===== src/rtl/spc_io_pkg.sv =====
// Shared addresses, widths and helpers for the SPC700 I/O page and timers.
package spc_io_pkg;

    localparam logic [15:0] IO_PAGE_BASE = 16'h00F0;
    localparam logic [15:0] IO_CONTROL   = 16'h00F1;
    localparam logic [15:0] IO_TARGET0   = 16'h00FA;
    localparam logic [15:0] IO_TARGET1   = 16'h00FB;
    localparam logic [15:0] IO_TARGET2   = 16'h00FC;
    localparam logic [15:0] IO_COUNTER0  = 16'h00FD;
    localparam logic [15:0] IO_COUNTER1  = 16'h00FE;
    localparam logic [15:0] IO_COUNTER2  = 16'h00FF;

    localparam int CNT_W      = 4;
    localparam int STAGE_W    = 8;
    localparam int NUM_TIMERS = 3;

    typedef logic [CNT_W-1:0]   cnt_t;
    typedef logic [STAGE_W-1:0] stage_t;

    function automatic logic in_io_page(input logic [15:0] addr);
        return addr[15:4] == IO_PAGE_BASE[15:4];
    endfunction

endpackage


===== src/rtl/spc_timer_channel.sv =====
// One SPC700 timer: 8-bit stage divider feeding a 4-bit wrapping output counter.
// Registered update; enable rising edge clears both counters and discards a coincident tick.
module spc_timer_channel
    import spc_io_pkg::*;
(
    input  logic   clock,
    input  logic   reset,
    input  logic   enable,
    input  logic   tick,
    input  stage_t target,
    input  logic   clear_req,
    output cnt_t   cnt
);

    logic   enable_q;
    stage_t stage;
    stage_t stage_inc;
    logic   match;
    logic   bump;

    // Target 0 matches when stage_inc wraps to 0, giving a 256-tick period.
    assign stage_inc = stage + 8'd1;
    assign match     = (stage_inc == target);
    assign bump      = enable && tick && match;

    always_ff @(posedge clock or posedge reset) begin
        if (reset) begin
            enable_q <= 1'b0;
            stage    <= '0;
            cnt      <= '0;
        end else begin
            enable_q <= enable;
            if (enable && !enable_q) begin
                stage <= '0;
                cnt   <= '0;
            end else begin
                if (enable && tick) begin
                    stage <= match ? '0 : stage_inc;
                end
                // A read-clear never swallows an increment landing on the same edge.
                if (clear_req) begin
                    cnt <= bump ? cnt_t'(1) : '0;
                end else if (bump) begin
                    cnt <= cnt + cnt_t'(1);
                end
            end
        end
    end

endmodule


===== src/rtl/spc_io_timers.sv =====
// $F0-$FF I/O page snooping the CPU bus: CONTROL/TARGET writes, COUNTER reads, three timers.
// Read data and hit are registered one cycle after the address, matching synchronous RAM.
module spc_io_timers
    import spc_io_pkg::*;
#(
    parameter int T01_DIV = 256,
    parameter int T2_DIV  = 32
)(
    input  logic        clock,
    input  logic        reset,
    input  logic [15:0] in_ram_address,
    input  logic [7:0]  in_ram_write,
    input  logic        in_ram_write_enable,
    output logic [7:0]  out_io_read,
    output logic        out_io_hit
);

    localparam int P01_W = $clog2(T01_DIV);
    localparam int P2_W  = $clog2(T2_DIV);

    logic [P01_W-1:0]      presc;
    logic                  tick01;
    logic                  tick2;
    logic [NUM_TIMERS-1:0] control;
    stage_t                target [NUM_TIMERS];
    cnt_t                  cnt    [NUM_TIMERS];
    logic [NUM_TIMERS-1:0] clear_req;
    logic [15:0]           prev_address;
    logic                  prev_write;
    logic                  in_page;
    logic                  read_access;
    logic                  first;
    logic [7:0]            read_dat;

    assign tick01 = &presc;
    assign tick2  = &presc[P2_W-1:0];

    always_ff @(posedge clock or posedge reset) begin
        if (reset) begin
            presc <= '0;
        end else begin
            presc <= presc + P01_W'(1);
        end
    end

    always_ff @(posedge clock or posedge reset) begin
        if (reset) begin
            control <= '0;
            for (int i = 0; i < NUM_TIMERS; i++) begin
                target[i] <= '0;
            end
        end else if (in_ram_write_enable) begin
            case (in_ram_address)
                IO_CONTROL: control   <= in_ram_write[NUM_TIMERS-1:0];
                IO_TARGET0: target[0] <= in_ram_write;
                IO_TARGET1: target[1] <= in_ram_write;
                IO_TARGET2: target[2] <= in_ram_write;
                default: ;
            endcase
        end
    end

    // A read access starts when the address changes or the previous cycle was a write.
    assign in_page     = in_io_page(in_ram_address);
    assign read_access = in_page && !in_ram_write_enable;
    assign first       = !in_ram_write_enable &&
                         ((in_ram_address != prev_address) || prev_write);

    genvar g;
    generate
        for (g = 0; g < NUM_TIMERS; g++) begin : g_ch
            assign clear_req[g] = first && (in_ram_address == IO_COUNTER0 + 16'(g));

            spc_timer_channel u_ch (
                .clock     (clock),
                .reset     (reset),
                .enable    (control[g]),
                .tick      ((g == 2) ? tick2 : tick01),
                .target    (target[g]),
                .clear_req (clear_req[g]),
                .cnt       (cnt[g])
            );
        end
    endgenerate

    always_comb begin
        read_dat = '0;
        case (in_ram_address)
            IO_COUNTER0: read_dat = {{(8-CNT_W){1'b0}}, cnt[0]};
            IO_COUNTER1: read_dat = {{(8-CNT_W){1'b0}}, cnt[1]};
            IO_COUNTER2: read_dat = {{(8-CNT_W){1'b0}}, cnt[2]};
            default:     read_dat = '0;
        endcase
    end

    always_ff @(posedge clock or posedge reset) begin
        if (reset) begin
            out_io_read  <= '0;
            out_io_hit   <= 1'b0;
            prev_address <= 16'hFFFF;
            prev_write   <= 1'b0;
        end else begin
            prev_address <= in_ram_address;
            prev_write   <= in_ram_write_enable;
            out_io_hit   <= read_access;
            // A held read keeps returning the value captured before its clear.
            if (!(read_access && !first)) begin
                out_io_read <= read_dat;
            end
        end
    end

endmodule

===== config.mk =====
export PLATFORM = sky130hd
export DESIGN_NAME = spc_io_timers
export DESIGN_NICKNAME = d
export VERILOG_FILES = /design/src/rtl/spc_io_pkg.sv /design/src/rtl/spc_timer_channel.sv /design/src/rtl/spc_io_timers.sv
export SDC_FILE = /design/constraint.sdc
export NUM_CORES = 1
export LEC_CHECK = 0
export CAP_MARGIN = 0
export CELL_PAD_IN_SITES_DETAIL_PLACEMENT = 1
export CELL_PAD_IN_SITES_GLOBAL_PLACEMENT = 1
export CORE_MARGIN = 2
export CORE_UTILIZATION = 47
export DETAILED_ROUTE_END_ITERATION = 16
export PLACE_DENSITY_LB_ADDON = 0.1
export SLEW_MARGIN = 20
export SYNTH_ARGS = -nofsm -noshare
export SYNTH_HDL_FRONTEND = slang
export SYNTH_SLANG_ARGS = --single-unit

===== constraint.sdc =====
create_clock -name clock -period 3.49 [get_ports clock]
set_input_delay 0.698 -clock clock [delete_from_list [all_inputs] [get_ports clock]]
set_output_delay 0.698 -clock clock [all_outputs]
set_load 0.02 [all_outputs]

==> results.cfg, run 1 <==
[status]
outcome = completed

[power_and_ir_drop]
seq_power_share_pct = 55.0
irDropWorstVdd_uv = 180
p_sw_share_pct = 23.5
clkPwrFrac_pct = 39.5
intPower_mw = 1.58
power_density_nw_per_um2 = 354
p_sw_uw = 485
total_leakage_power_nw = 2.51
p_comb_share_pct = 5.6

[setup_path]
crit_path_start = in_ram_address[8]
endpoint_kind = flip-flop
cp_num_buf_inv = 1
slowest_stage = or4b_1
slowest_delay_ns = 0.57
cp_cell_sequence = clkdlybuf4s50_1, or4b_1, or3_1, or2_2, nor4_4, mux2_2
critPathMaxFanout = 4
r2r_cells = 8
cp_data_required_time_ns = 3.75
critical_path_cell_count = 6
r2r-start = g_ch[2].u_ch.stage[0]
critPathKind = input pin to flip-flop
critPathTopFamily = simple AND/OR/NAND/NOR gates
arrival_ns = 3.20
critPathLaunchType = input pin

[die]
start_util_pct = 47.9
coreArea_um2 = 10700
die_w_um = 109
die_h_um = 109
rows = 38
io_pins = 36
dieArea_um2 = 11800

[cells_and_area]
fill_cells = 1172
regArea_um2 = 2420
multi_input_comb_area_um2 = 2610
antenna_cells = 0
fin_cells = 653
drive_gt1_share_pct = 18.3
nNetsFinal = 543
utilization_pct = 54.3
final_area_um2 = 5840
area_delta_synth_final_pct = 13.4

[clock_network]
cts_buffer_depth = 2
cts_tree = yes
post_cts_resized = 0
cts.root.buffer_cell = clkbuf_8
path_clk_slew_ns = 0.10
worstSkewPairLatency_ns = 0.37
holdBufCountCts = 0
htree_levels = 3
cts_buffers = 9
cts_sinks = 96
cts_setup_buffers = 0

[timing]
setup_viol = 0
tightest_slew_ns = 0.901
grt_setup_unrepaired = no
post-route-period-util_pct = 84.2
min_period_ns = 2.94
slew_headroom_pct = 39.6
hold_viol = 0
maxSlewViolCount = 0
skew_ns = 0.0130
tns_ns = 0
fmax_mhz = 340

[global_routing]
grt_first_pass_wirelength_um = 20100
antenna_found_initial = 0
grt.total_usage_pct = 22.1
grt_pass1_vias = 3988
grt_max_degree = 54
grt_overflow = 0

[synth]
syn_avg_cell_area_um2 = 10.9
ys_seq_area_share_pct = 47.0
synth_edf_count = 0
synthArstFlopShare_pct = 100
synth.most_common_cell = dfrtp_1
synth.distinct_cells = 69
yosysTopAreaCellShare_pct = 38.9
synthTopCellsByCount = dfrtp_1 (80), nand2_1 (39), mux2_2 (31)
synth_area_leader_cell = dfrtp_1
ys_top_cells_by_area = dfrtp_1 (39%), dfstp_2 (8.2%), mux2_2 (6.8%)
synth_cells = 473
ys_ff_latch = 96
ys.flop_type = dfrtp_1
syn-cell-area_um2 = 5150
synth_warnings = 0

[routing]
first_iter_violations = 119
dr.pass1.iters = 4
drc = 0
drt-total-wl_um = 12300
num_vias = 3795
final_antenna_net_count = 0
wire_per_inst_um = 18.8
via_per_inst = 5.81

[place]
dpl_cell_area_um2 = 5620
io_buffer_count = 31
place.gp.congestion = 0.803
dp_cells = 637
dp_hpwl_um = 9050

[min_path]
hp-class = flip-flop to flip-flop
min_from = control[0]
min_delay_path_depth = 0

[job]
drv_cap = 0
power groups by stage:
| stage | Clock [mW] | Sequential (mW) | Combinational, mW |
|---|---|---|---|
| final | 0.815 | 1.14 | 0.115 |
| after global routing | 0.876 | 1.14 | 0.127 |
| after CTS | 0.835 | 1.14 | 0.118 |
| after detailed placement | 0 | 1.16 | 0.117 |
| after global placement | 0 | 1.16 | 0.114 |
| after floorplan | 0 | 1.16 | 0.0537 |
per-layer routing:
layer	global-route usage (%)	vias up	part of all wire, %
met3	3.41	15	2.5
met5	0	-	0
met4	6.59	0	1.3
met2	37.5	55	49
li1	-	1795	-
met1	29.3	1930	47
worst reg2reg max path: stages, from the launching register on:
cell       delay (ns)
dfrtp_1          0.49
ha_1             0.23
nand3_2          0.17
o21a_1           0.25
or4_4            0.51
a2111oi_4        0.55
buf_4            0.27
nor4b_1          0.07
a211o_1          0.27
layout make-up:
class                           instances  area share [%]
Clock buffer                            9            2.12
Clock inverter                          7            1.63
Inverter                                9           0.621
Multi-Input combinational cell        354            44.7
Sequential cell                        96            41.5
Tap cell                              140            3.00
Timing Repair Buffer                   38            6.43
per-stage QoR:
stage          setup WS (ns)  hold WS, ns  total power, mW
6_report               0.550        0.429             2.06
5_1_grt                0.379        0.473             2.14
4_1_cts                0.556        0.428             2.09
3_5_place_dp           0.160        0.413             1.27
3_3_place_gp           0.243        0.422             1.27
2_1_floorplan          0.313        0.384             1.21
sequential cells by signal, indices dropped and copies added, names as in the netlist:
name and cells:
g_ch.u_ch.cnt 12, g_ch.u_ch.stage 24, out_io_hit 1, prev_write 1, prev_address 16, control 3
presc 8, target 24, g_ch.u_ch.enable_q 3, out_io_read 4
logic make-up (layout without fill, tap and decap cells):
group                      after synthesis  in the layout  synth area share (%)
and+or+nand+nor                        162            162                  18.4
DFF                                     96             96                  47.0
AOI/OAI and AO/OA                       89             89                  12.9
xor gates and xnor gates                52             52                  8.84
muxes                                   39             39                  8.33
buffers and inverters                   26             63                  2.50
adders and majority gates                8              8                  1.94
other                                    1              4                0.0728
final timing paths:
kind,to,slack (ns)
worst max-delay path,control[1],0.55
worst max register to register,g_ch[2].u_ch.stage[2],0.58
max in group asynchronous,target[17],2.02
min in group asynchronous,g_ch[2].u_ch.stage[0],0.79
worst min register to register,g_ch[0].u_ch.enable_q,0.43
worst min-delay path,g_ch[0].u_ch.enable_q,0.43
placed cells by master, fill, tap and decap left out, drive strengths merged, types with 9 or more instances in the layout:
master,instances
clkbuf,9
o21ai,13
and3,9
nand3,16
xnor2,23
clkdlybuf4s50,31
nand4,9
nor2,20
mux2,31
o211ai,9
a21oi,19
nand2,39
or3,10
dfstp,16
xor2,29
inv,10
dfrtp,80
Note: power is estimated with default switching activity, not from simulation.
==> run 2: changes to the inputs <==
Settings changed: CORE_UTILIZATION 47 to 43.
Clock period 3.49 ns to 2.6 ns, I/O delays scaled along.
==> run 2 against run 1 <==
  * Power increased by 57%
  * Sequential power rose by 33%
  * Die area grew 9.0%
  * Critical path type unchanged
==> results.cfg, run 2 (synthesis gave the netlist of run 1 again) <==
[timing]
tightest_slew_ns = 0.756
setup_viol = 0
fmax_mhz = 393
tns_ns = 0
grt_setup_unrepaired = no
hold_viol = 0
min_period_ns = 2.54
skew_ns = 0.00790
post-route-period-util_pct = 97.8
slew_headroom_pct = 49.5
maxSlewViolCount = 0

[setup_path]
critPathTopFamily = simple AND/OR/NAND/NOR gates
ff2ff_setup_slack_ns = 0.11
cp_cell_sequence = clkdlybuf4s50_1, or4_4, or3_4, or2_4, nor4_4, mux2_2
critPathKind = input pin to flip-flop
critPathMaxFanout = 3
critPathLaunchType = input pin
cp_data_required_time_ns = 2.83
slowest_stage = or4_4
arrival_ns = 2.78
cp_num_buf_inv = 1
endpoint_kind = flip-flop
slowest_delay_ns = 0.55

[cells_and_area]
nNetsFinal = 578
final_common_cell = dfrtp_1
antenna_cells = 0
fill_cells = 1243
final_area_um2 = 6330
area_delta_synth_final_pct = 22.8
top_regs = g_ch.u_ch.stage (24), target (24), prev_address (16)
final_cell_mix = dfrtp_1 (78), nand2_1 (39), buf_4 (39)
drive_gt1_share_pct = 25.4

[clock_network]
cts_sinks = 96
cts_buffers = 9
path_clk_slew_ns = 0.06
htree_levels = 3
cts_tree = yes
worstSkewPairLatency_ns = 0.35
cts.root.buffer_cell = clkbuf_16
holdBufCountCts = 0
cts_buffer_depth = 2

[place]
io_buffer_count = 31
dp_hpwl_um = 9490
place.gp.congestion = 0.801
dpl_cell_area_um2 = 5880

[power_and_ir_drop]
total_leakage_power_nw = 2.77
irDropWorstVdd_uv = 295
power_density_nw_per_um2 = 513

[die]
rows = 39
coreArea_um2 = 11600
die_w_um = 113
die_h_um = 113
io_pins = 36
start_util_pct = 44.5
dieArea_um2 = 12900

[routing]
via_per_inst = 5.73
wire_per_inst_um = 18.6
drc = 0
final_antenna_net_count = 0
first_iter_violations = 156
drt-total-wl_um = 12900
num_vias = 3962
dr.pass1.iters = 4

[global_routing]
grt_overflow = 0
grt.total_usage_pct = 21.0
antenna_found_initial = 0
grt_pass1_vias = 4196
grt_max_degree = 44
grt_first_pass_wirelength_um = 21300

[status]
outcome = completed

[min_path]
hp-class = flip-flop to flip-flop

[job]
drv_cap = 0
## run 2: cell count changes in the layout (fill, tap and decap cells not counted), sizes merged
cell | before | now
clkinv | 1 | 2
bufinv | 2 | 3
clkbuf | 9 | 10
clkinvlp | 3 | 2
buf | 7 | 42
inv | 10 | 8
## run 2: timing repair
item                                    CTS  global route
setup buffers                             0             3
gates cloned                              0             0
pin swaps                                 1             5
endpoints found under the setup margin   12            24
hold endpoints to repair                  0             0
gates resized for setup                   3            15
## run 2: cell type report
cell class | instances | area [um^2] | share of cell area (%)
multi-input combinational | 354 | 2680 | 42.3
inverter | 9 | 37.5 | 0.593
sequential | 96 | 2420 | 38.3
clock inverter | 6 | 106 | 1.68
timing repair buffer | 73 | 663 | 10.5
clock buffer | 10 | 239 | 3.78
tap | 143 | 179 | 2.83
## run 2: worst register-to-register path: stages (launching register included)
cell,delay (ns)
dfrtp_1,0.45
nand4_1,0.20
or4b_1,0.56
a31oi_1,0.29
nand4_1,0.33
or3_1,0.40
a21oi_1,0.18
## run 2: final timing paths
| path | to | depth (start not counted) | from |
|---|---|---|---|
| worst max-delay path | control[0] | 6 | in_ram_address[11] |
| worst min-delay path | presc[0] | 1 | presc[0] |
| worst max register to register | g_ch[0].u_ch.cnt[3] | 6 | g_ch[0].u_ch.stage[3] |
| worst min register to register | presc[0] | 1 | presc[0] |
| max in group asynchronous | prev_address[10] | 3 | reset |
| min in group asynchronous | g_ch[0].u_ch.stage[2] | 2 | reset |
## run 2: layer usage
| layer | global-route usage (%) | vias to the layer above | routed length [um] |
|---|---|---|---|
| met4 | 7.89 | 0 | 251 |
| li1 | - | 1872 | - |
| met3 | 2.76 | 19 | 282 |
| met2 | 36.1 | 58 | 6490 |
| met5 | 0 | - | 0 |
| met1 | 27.1 | 2013 | 5840 |
## run 2: report_power, final
group / leakage [nW] / internal, mW / switching (mW)
Combinational: 1.36 / 0.0819 / 0.0983
Sequential: 1.24 / 1.52 / 0.00654
Clock: 0.166 / 0.962 / 0.582
Total: 2.77 / 2.56 / 0.686
## run 2: stage by stage
step | util (%) | total power [mW] | cells | setup slack, ns | hold slack (ns)
6_report | 54.7 | 3.25 | 691 | 0.0565 | 0.448
5_1_grt | 54.7 | 3.35 | 691 | 0.00417 | 0.468
2_1_floorplan | - | 1.62 | 476 | 0.0724 | 0.384
4_1_cts | 53.9 | 3.28 | 688 | 0.0322 | 0.448
3_5_place_dp | 50.8 | 1.73 | 672 | -0.470 | 0.416
3_3_place_gp | 50.8 | 1.73 | 672 | -0.413 | 0.428
==> run 3: changes to the inputs <==
Settings changed: GPL_TIMING_DRIVEN from default to 0.
==> run 3 against run 2 <==
  * Die area did not move
  * Non-clock buffer count shrank 11
  * Count of clock-buffer cells in the layout is 1 lower
  * Via count is 1.7% lower
  * Global-route usage rose by 0.16 points
  * Worst setup slack better by 0.015 ns
  * Sequential power about the same
  * Critical path type unchanged
==> results.cfg, run 3 (synthesis gave the netlist of run 1 again) <==
[routing]
via_per_inst = 5.73
wire_per_inst_um = 18.5
drt-total-wl_um = 12600
dr.pass1.iters = 6
num_vias = 3895
final_antenna_net_count = 0
first_iter_violations = 164
drc = 0

[global_routing]
met1_usage_pct = 28.7
antenna_found_initial = 0
grt_first_pass_wirelength_um = 21300
grt_max_degree = 30
grt_pass1_vias = 4127
gr-max-usage-layer = met2
grt.met2_usage_pct = 34.6
grt.total_usage_pct = 21.1
use_met3_pct = 3.24
grt_overflow = 0

[setup_path]
critPathLaunchType = input pin
endpoint_kind = flip-flop
ff2ff_setup_slack_ns = 0.07
r2r-start = g_ch[2].u_ch.stage[0]
rr_endpoint = g_ch[2].u_ch.stage[1]
r2r_cells = 9
crit_path_start = in_ram_address[11]
critPathKind = input pin to flip-flop
cp_data_required_time_ns = 2.83
critPathMaxFanout = 4
arrival_ns = 2.76
endpoint = control[2]

[timing]
fmax_mhz = 395
post-route-period-util_pct = 97.3
hold_viol = 0
maxSlewViolCount = 0
min_period_ns = 2.53
tightest_slew_ns = 0.759
skew_ns = 0.00829
slew_headroom_pct = 49.3
postLayoutSetupSlackWorst_ns = 0.0713
setup_viol = 0
holdWs_ns = 0.365

[die]
die_h_um = 113
io_pins = 36
start_util_pct = 44.5
dieArea_um2 = 12900
die_w_um = 113
rows = 39
coreArea_um2 = 11600

[cells_and_area]
multi_input_comb_area_um2 = 2730
final_cell_mix = dfrtp_1 (77), nand2_1 (38), mux2_2 (31)
nNetsFinal = 567
top_regs = g_ch.u_ch.stage (24), target (24), prev_address (16)
regArea_um2 = 2430
antenna_cells = 0
final_area_um2 = 6250
area_delta_synth_final_pct = 21.4
fill_cells = 1237
drive_gt1_share_pct = 24.6
final_common_cell = dfrtp_1

[job]
drv_cap = 0

[clock_network]
cts_buffer_depth = 2
cts_buffers = 9
holdBufCountCts = 0
cts.root.buffer_cell = clkbuf_16
cts_sinks = 96
path_clk_slew_ns = 0.06
htree_levels = 3
cts_tree = yes
worstSkewPairLatency_ns = 0.35

[place]
pre_cts_ws_ns = -0.617
dpl_cell_area_um2 = 5730
dp_hpwl_um = 9170
place.gp.congestion = 0.774
io_buffer_count = 31

[power_and_ir_drop]
irDropWorstVdd_uv = 358
total_leakage_power_nw = 2.71
power_density_nw_per_um2 = 502

[min_path]
hp-class = input pin to flip-flop

[status]
outcome = completed
-- run 3: cell count changes in the layout (fill, tap and decap cells not counted), sizes merged --
cell           before  now
buf                42   26
clkdlybuf4s50      31   23
dlygate4sd2         0    7
clkbuf             10   14
bufinv              3    2
clkinv              2    3
dlymetal6s2s        0    1
inv                 8    9
-- run 3: per-stage QoR --
step	cells	setup TNS [ns]	util (%)	total power, mW
after floorplan	476	0	-	1.62
final	680	0	54.1	3.14
after CTS	674	0	52.9	3.17
after detailed placement	653	-19.31	49.6	1.72
after global routing	680	-0.0158	54.1	3.24
after global placement	650	-26.63	48.9	1.70
-- run 3: report_power, final --
group          internal, mW  switching, mW
sequential             1.52        0.00686
clock                 0.845          0.606
combinational        0.0699         0.0936
total                  2.43          0.706
-- run 3: worst max-delay path, stage by stage --
cell	delay [ns]
dlygate4sd2_1	0.31
or4_1	0.56
or3_4	0.38
or2_4	0.27
nor4_4	0.21
buf_4	0.18
mux2_2	0.33
-- run 3: how the worst min path moves through the flow --
stage,from,endpoint,slack (ns),cells past startpoint
after CTS,control[0],g_ch[0].u_ch.enable_q,0.44,0
after detailed placement,control[0],g_ch[0].u_ch.enable_q,0.42,0
after global placement,control[0],g_ch[0].u_ch.enable_q,0.40,0
after global routing,in_ram_address[14],prev_address[14],0.36,1
final,in_ram_address[14],prev_address[14],0.37,1
after floorplan,control[0],g_ch[0].u_ch.enable_q,0.38,0
-- run 3: layer usage --
metal / up-vias / part of all wire [%]
li1: 1848 / -
met1: 1987 / 48
met2: 38 / 48
met3: 22 / 2.0
met4: 0 / 1.9
met5: - / 0
-- run 3: layout make-up --
cell class / instances / area share, %
multi-input combinational: 354 / 43.6
sequential: 96 / 38.8
timing repair buffer: 47 / 7.62
clock buffer: 9 / 3.60
tap: 143 / 2.86
clock inverter: 7 / 1.52
buffer: 15 / 1.44
inverter: 9 / 0.600
-- run 3: repair_timing --
item                       CTS  global route
gates resized for setup     16            20
pin swaps                    2             4
setup endpoints to repair   42            37
buffers inserted             6             7
